$ cat src/rtl/hazard_ctrl_sb.sv
// rtl/hazard_ctrl_sb.sv - scoreboard-based pipeline hazard controller
module hazard_ctrl_sb #(
    parameter int REG_W        = 3,
    parameter int FWD_MODE     = 1,
    parameter int WB_BYPASS    = 1,
    parameter int JUMP_BUBBLES = 2
) (
    input  logic             clk,
    input  logic             rst_n,
    input  logic             dec_valid,
    input  logic [REG_W-1:0] dec_rs,
    input  logic             dec_rs_v,
    input  logic [REG_W-1:0] dec_rt,
    input  logic             dec_rt_v,
    input  logic [REG_W-1:0] dec_rd,
    input  logic             dec_rd_v,
    input  logic             dec_memread,
    input  logic             dec_jump,
    input  logic             branch_taken_e,
    input  logic             dmem_stall,
    output logic             stall_f,
    output logic             stall_d,
    output logic             flush_d,
    output logic             flush_e,
    output logic             nop_f,
    output logic             raw_stall
);

    typedef enum logic {IDLE, BUBBLE} state_e;

    // Shadow E/M/WB stages; WB's load flag is never consulted, so it is not kept.
    logic             se_v_q, se_rdv_q, se_ld_q;
    logic [REG_W-1:0] se_rd_q;
    logic             sm_v_q, sm_rdv_q, sm_ld_q;
    logic [REG_W-1:0] sm_rd_q;
    logic             sw_v_q, sw_rdv_q;
    logic [REG_W-1:0] sw_rd_q;

    logic             se_v_d, se_rdv_d, se_ld_d;
    logic [REG_W-1:0] se_rd_d;

    state_e           state_q;
    logic [1:0]       cnt_q;

    logic m_se, m_sm, m_sw, raw;
    logic p1, p2, p3, p4;

    assign m_se = dec_valid & se_v_q & se_rdv_q &
                  ((dec_rs_v & (dec_rs == se_rd_q)) | (dec_rt_v & (dec_rt == se_rd_q)));
    assign m_sm = dec_valid & sm_v_q & sm_rdv_q &
                  ((dec_rs_v & (dec_rs == sm_rd_q)) | (dec_rt_v & (dec_rt == sm_rd_q)));
    assign m_sw = dec_valid & sw_v_q & sw_rdv_q &
                  ((dec_rs_v & (dec_rs == sw_rd_q)) | (dec_rt_v & (dec_rt == sw_rd_q)));

    assign raw = (FWD_MODE != 0) ? (m_se & se_ld_q)
                                 : (m_se | m_sm | (m_sw & (WB_BYPASS == 0)));

    assign p1 = dmem_stall;
    assign p2 = ~p1 & branch_taken_e;
    assign p3 = ~p1 & ~p2 & raw;
    assign p4 = ~p1 & ~p2 & ~p3;

    assign stall_f   = rst_n & (p1 | p3);
    assign stall_d   = rst_n & (p1 | p3);
    assign flush_d   = rst_n & p2;
    assign flush_e   = rst_n & (p2 | p3);
    assign raw_stall = rst_n & p3;
    assign nop_f     = rst_n & (state_q == BUBBLE) & ~p1;

    always_comb begin
        se_v_d   = dec_valid;
        se_rd_d  = dec_rd;
        se_rdv_d = dec_rd_v;
        se_ld_d  = dec_memread;
        if (p2 | p3) begin
            se_v_d   = 1'b0;
            se_rd_d  = '0;
            se_rdv_d = 1'b0;
            se_ld_d  = 1'b0;
        end
    end

    always_ff @(posedge clk or negedge rst_n) begin
        if (!rst_n) begin
            se_v_q   <= 1'b0;
            se_rd_q  <= '0;
            se_rdv_q <= 1'b0;
            se_ld_q  <= 1'b0;
            sm_v_q   <= 1'b0;
            sm_rd_q  <= '0;
            sm_rdv_q <= 1'b0;
            sm_ld_q  <= 1'b0;
            sw_v_q   <= 1'b0;
            sw_rd_q  <= '0;
            sw_rdv_q <= 1'b0;
        end else if (!p1) begin
            sw_v_q   <= sm_v_q;
            sw_rd_q  <= sm_rd_q;
            sw_rdv_q <= sm_rdv_q;
            sm_v_q   <= se_v_q;
            sm_rd_q  <= se_rd_q;
            sm_rdv_q <= se_rdv_q;
            sm_ld_q  <= se_ld_q;
            se_v_q   <= se_v_d;
            se_rd_q  <= se_rd_d;
            se_rdv_q <= se_rdv_d;
            se_ld_q  <= se_ld_d;
        end
    end

    // Jump bubble sequencer: a jump only launches once it actually leaves D.
    always_ff @(posedge clk or negedge rst_n) begin
        if (!rst_n) begin
            state_q <= IDLE;
            cnt_q   <= 2'd0;
        end else begin
            case (state_q)
                IDLE: begin
                    if (p2) begin
                        cnt_q <= 2'd0;
                    end else if (p4 & dec_valid & dec_jump) begin
                        state_q <= BUBBLE;
                        cnt_q   <= 2'(JUMP_BUBBLES);
                    end
                end
                BUBBLE: begin
                    if (p2) begin
                        state_q <= IDLE;
                        cnt_q   <= 2'd0;
                    end else if (!p1) begin
                        if (cnt_q <= 2'd1) begin
                            state_q <= IDLE;
                            cnt_q   <= 2'd0;
                        end else begin
                            cnt_q <= cnt_q - 2'd1;
                        end
                    end
                end
                default: begin
                    state_q <= IDLE;
                    cnt_q   <= 2'd0;
                end
            endcase
        end
    end

endmodule

$ cat config.mk
export PLATFORM = sky130hd
export DESIGN_NAME = hazard_ctrl_sb
export DESIGN_NICKNAME = d
export VERILOG_FILES = /design/src/rtl/hazard_ctrl_sb.sv
export SDC_FILE = /design/constraint.sdc
export NUM_CORES = 1
export LEC_CHECK = 0
export ABC_AREA = 1
export CAP_MARGIN = 5
export CORE_UTILIZATION = 37
export CTS_BUF_LIST = sky130_fd_sc_hd__clkbuf_16
export DETAILED_ROUTE_END_ITERATION = 6
export PLACE_DENSITY = 0.73
export SLEW_MARGIN = 20
export SYNTH_ARGS = -nofsm -noshare
export SYNTH_HDL_FRONTEND = slang
export SYNTH_SLANG_ARGS = --single-unit
export TNS_END_PERCENT = 20
$ cat constraint.sdc
create_clock -name clk -period 1.3 [get_ports clk]
set_input_delay 0.26 -clock clk [delete_from_list [all_inputs] [get_ports clk]]
set_output_delay 0.26 -clock clk [all_outputs]
set_load 0.02 [all_outputs]
## After elaboration in Yosys (flattened, before gate mapping)

Cells that the tools add are included.

| operators by class | value |
|---|---|
| equality and inequality tests | 4 |
| $add $sub $neg | 1 |
| multiplexer cells | 16 |
| div/mod/pow operators | 0 |
| $lt $le $gt $ge | 1 |
| shift operators | 0 |
| multiply operators | 0 |
| bitwise gates (word level) | 25 |
| reductions and logical operators | 1 |

Operators by type and width:

| kind | number |
|---|---|
| bitwise AND 1 bit | 18 |
| 2-to-1 mux 2 bit | 5 |
| 2-to-1 mux 1 bit | 8 |
| equality test 3 bit | 2 |
| NOT 1 bit | 4 |
| case mux 2 bit (2 select lines) | 1 |
| 2-to-1 mux 3 bit | 1 |
| != test 3 x 2 -> 1 bit, second input constant | 1 |
| != test 3 bit, second input constant | 1 |
| OR 1 bit | 3 |
| <= comparator 2 x 1 -> 1 bit, second input constant | 1 |
| case mux 1 bit (2 select lines) | 1 |
| AND reduction 2 bit | 1 |
| subtractor 2 x 1 -> 2 bit, second input constant | 1 |

| storage, ports and cells | value |
|---|---|
| RAM bits | 0 |
| register bits after elaboration | 9 |
| input bits | 19 |
| latch bits | 0 |
| output and inout port bits | 6 |
| memory bits (read-only) | 0 |
| memories | 0 |

## Longest topological paths before layout

| depth | value |
|---|---|
| depth in word-level cells | 13 |
| mapped depth | 12 |
| gate-level depth less buffers | 12 |

## Least setup slack after synthesis

No wires, ideal clock.

| path | value |
|---|---|
| path type | register to output |
| start | register se_rd_q[0] |
| end | output port stall_f |
| data arrival time | 1.365 ns |
| stages on the path, launching flop included | 9 |
| buffers on the path | 1 |
| slack | -0.325 ns |
| path through | dfrtp_1 -> nand2_1 -> nand2_1 -> nor2_1 -> nand2_1 -> nand2_2 -> nand4_1 -> o21ai_0 -> buf_4 |

| between the ends | value |
|---|---|
| longest elaborated chain between the ends | 8 |
| elaborated cells between the ends (all ways) | 10 |
| those cells by class | eq/ne: 2; bitwise: 8 |

RTL lines:

| what | RTL line | text |
|---|---|---|
| from (decl) | 33 | `logic [REG_W-1:0] se_rd_q;` |
| from (signal assigned) | 105 | `se_rd_q <= se_rd_d;` |
| equality test 3 bit | 49 | `((dec_rs_v & (dec_rs == se_rd_q)) \| (dec_rt_v & (dec_rt == se_rd_q)));` |
| bitwise AND 1 bit | 49 |  |
| OR 1 bit (*) | 49 |  |
| bitwise AND 1 bit (*) | 48 | `assign m_se = dec_valid & se_v_q & se_rdv_q &` |
| bitwise AND 1 bit (*) | 55 | `assign raw = (FWD_MODE != 0) ? (m_se & se_ld_q)` |
| bitwise AND 1 bit (*) | 60 | `assign p3 = ~p1 & ~p2 & raw;` |
| OR 1 bit (*) | -- |  |
| bitwise AND 1 bit (*) | -- |  |
| to (decl) | 21 | `output logic stall_f,` |

Every way passes the cells marked *; elsewhere a longest branch is shown, timed or not.

## Worst setup path in the final report

| path | value |
|---|---|
| start | input port dec_valid |
| end | output port flush_e |

| between the ends | value |
|---|---|
| longest elaborated chain between the ends | 7 |

RTL lines:

| what | RTL line | text |
|---|---|---|
| from (decl) | 10 | `input logic dec_valid,` |
| bitwise AND 1 bit (3 in series) | 48 |  |
| bitwise AND 1 bit | 55 |  |
| bitwise AND 1 bit | 60 |  |
| OR 1 bit | 66 | `assign flush_e = rst_n & (p2 \| p3);` |
| bitwise AND 1 bit | 66 |  |
| to (decl) | 24 | `output logic flush_e,` |

Every way passes these cells.

==> results.yml <==
drt:
  drt_iter0_drc: 13
  wl_per_cell_um: 11.8
  first_pass_iters: 6
  remaining_drc_errors: 4
  vias: 727
  antenna_left: 0
  route.final.wire_length_um: 1720
  viasPerCell: 4.98
die:
  num_io_pins: 25
  core_um2: 1560
  start_util_pct: 40.6
  die_w_um: 43.4
  rows: 14
  die-area_um2: 1880
  fp.dieH_um: 43.4
logic_synthesis:
  yosysWarnings: 0
  synth_edf_count: 0
  ys.flop_type: "dfrtp_1"
  synth-seq-area-share_pct: 35.6
  syn_area_um2: 633
  async_flop_share_pct: 100
  ys_seq_elements: 9
  synth_cell_types: 18
  syn_nets: 108
  synth_cells: 89
  syn_area_per_cell_um2: 7.11
power_and_ir_drop:
  p_int_mw: 0.843
  cellLeakagePower_nw: 0.587
  swShare_pct: 25.4
  p_sw_mw: 0.287
  pwr-share-clk_pct: 47.9
  seq_power_share_pct: 29.6
  pwr_density_cell_nw_per_um2: 1050
  p_comb_share_pct: 22.6
  total_power_mw: 1.13
  ir_drop_mv: 0.929
global_routing:
  grt_use_total_pct: 22.1
  grt_first_pass_wirelength_um: 2950
  grt_overflow: 0
  antenna_found_initial: 0
  grt_pass1_vias: 782
  grt_max_degree: 8
timing:
  clock_skew_ps: 1.69
  rsz0062_at_grt: "true"
  timing.final.hold_violations: 0
  worstMarginPinSlew_ps: 281
  timing.fmax_mhz: 594
  layout_min_cycle_time_ps: 1680
  slew_violations: 0
  post-route-period-util_pct: 129
  setup_viol: 7
  finalWorstSetupSlack_ps: -383
  slew-limit-headroom_pct: 81.3
  setup_tns_ps: -1780
run:
  maxCapViolCount: 0
placed_design:
  post-place-ws_ps: -983
  postPlaceCellArea_um2: 982
  routabilityCongestion: 0.825
  dp_hpwl_um: 1210
  port_buffers: 24
status:
  violations: "design-rule violations, negative setup slack"
  outcome: "finished, violations left"
cts:
  root_buffer: "clkbuf_16"
  htree_levels: 1
  clk_pin_slew_ps: 40
  ctsHoldBuffers: 0
  cts_buffer_depth: 2
  cts_buffers: 3
  clk_latency_ps: 240
  cts_tree: "done"
  cts.sinks: 9
worst_setup_path:
  r2r_start: "se_rd_q[1]"
  startpoint: "dec_valid"
  ff2ff_setup_slack_ps: -120
  crit_path_max_incr_delay_ps: 490
  crit_path_start_kind: "input port"
  cp-end-kind: "output pin"
  worst_path_max_delay_cell: "clkdlybuf4s50_1"
  cp_data_arrival_time_ps: 1420
  cp.required_ps: 1040
  crit_path_cell_trace: "clkdlybuf4s50_1 -> nand3_2 -> nor2_8 -> nand4_1 -> o21ai_1 -> buf_4"
  cp_max_fo: 3
  worstSetupPathType: "in2out"
finish:
  fillCellCount: 139
  drive_above_1_share_pct: 28.5
  stdcell_area_um2: 1080
  area_delta_synth_final_pct: 70.8
  diodes: 0
  nNetsFinal: 150
  finish.utilization_pct: 69.3
worst_hold_path:
  hp-class: "in2async"
[Yosys cell counts (2+ instances only)]
library cell / n / area [um^2]
nor2_1: 11 / 41.3
dfrtp_1: 9 / 225
nand2_4: 2 / 22.5
inv_2: 2 / 7.51
inv_1: 13 / 48.8
o21ai_0: 5 / 25.0
nand3_1: 6 / 30.0
nand2_1: 28 / 105
nand2_2: 2 / 12.5
a32o_1: 3 / 30.0
[worst max-delay path, delay by kind of cell]
family	cells	cell delay (ps)
and+or+nand+nor	3	390
buffers and inverters	2	640
AOI/OAI and AO/OA	1	120
[worst paths after layout]
path	to	cells past startpoint
max	flush_e	6
min	se_rd_q[2]	2
max reg2reg	cnt_q[1]	13
min reg2reg	cnt_q[0]	2
max in group asynchronous	se_rd_q[1]	3
min in group clk	cnt_q[0]	2
[cell type report]
cell class / instances / area [um^2] / area share [%]
Clock inverter: 1 / 3.75 / 0.347
Sequential cell: 9 / 225 / 20.8
Timing Repair Buffer: 39 / 335 / 31.0
Multi-Input combinational cell: 63 / 365 / 33.8
Clock buffer: 3 / 75.1 / 6.94
Tap cell: 16 / 20.0 / 1.85
Inverter: 15 / 56.3 / 5.21
[cell usage in the layout (no fill, tap or decap), drive strengths merged]
cell	count
clkbuf	3
inv	16
o22ai	1
o21ai	5
clkdlybuf4s50	9
nand3	6
dlygate4sd2	9
a32o	3
nor2	13
buf	21
nor3b	1
nand2	32
dfrtp	9
nand4	2
[metrics by stage]
step | hold slack, ps | instances
6_report | 130 | 146
5_1_grt | 144 | 146
4_1_cts | 131 | 146
3_5_place_dp | 486 | 140
3_3_place_gp | 476 | 140
2_1_floorplan | -35.6 | 89
[power by group through the flow]
stage,clock [mW],sequential (mW),combinational [mW]
6_report,0.541,0.334,0.255
3_5_place_dp,0,0.336,0.246
3_3_place_gp,0,0.334,0.241
5_1_grt,0.561,0.339,0.283
4_1_cts,0.548,0.333,0.246
2_1_floorplan,0,0.332,0.120
[logic make-up (layout without fill, tap and decap cells)]
group | Yosys count | in the layout | share of synthesized area [%]
AND/OR/NAND/NOR | 54 | 54 | 43.9
buffers and inverters | 17 | 58 | 10.9
AO/OA/AOI/OAI | 9 | 9 | 9.68
flip-flops | 9 | 9 | 35.6
[state kept, by name, summed over array words and instances, names as in the netlist]
name and count:
se_rd_q 3, cnt_q 2, se_ld_q 1, se_rdv_q 1, se_v_q 1, state_q 1
[timing repair]
action,4_1_cts,5_1_grt
endpoints found under the setup margin,12,15
hold endpoints to repair,0,0
resized for setup,42,7
buffers inserted,2,0
pin swaps,9,4
[per-layer routing]
metal,global-route usage [%],routed length [um]
met1,21.5,621
met2,40.3,928
met3,6.25,120
met4,14.4,48
met5,0,0
Power figures use the tool's default switching activity.
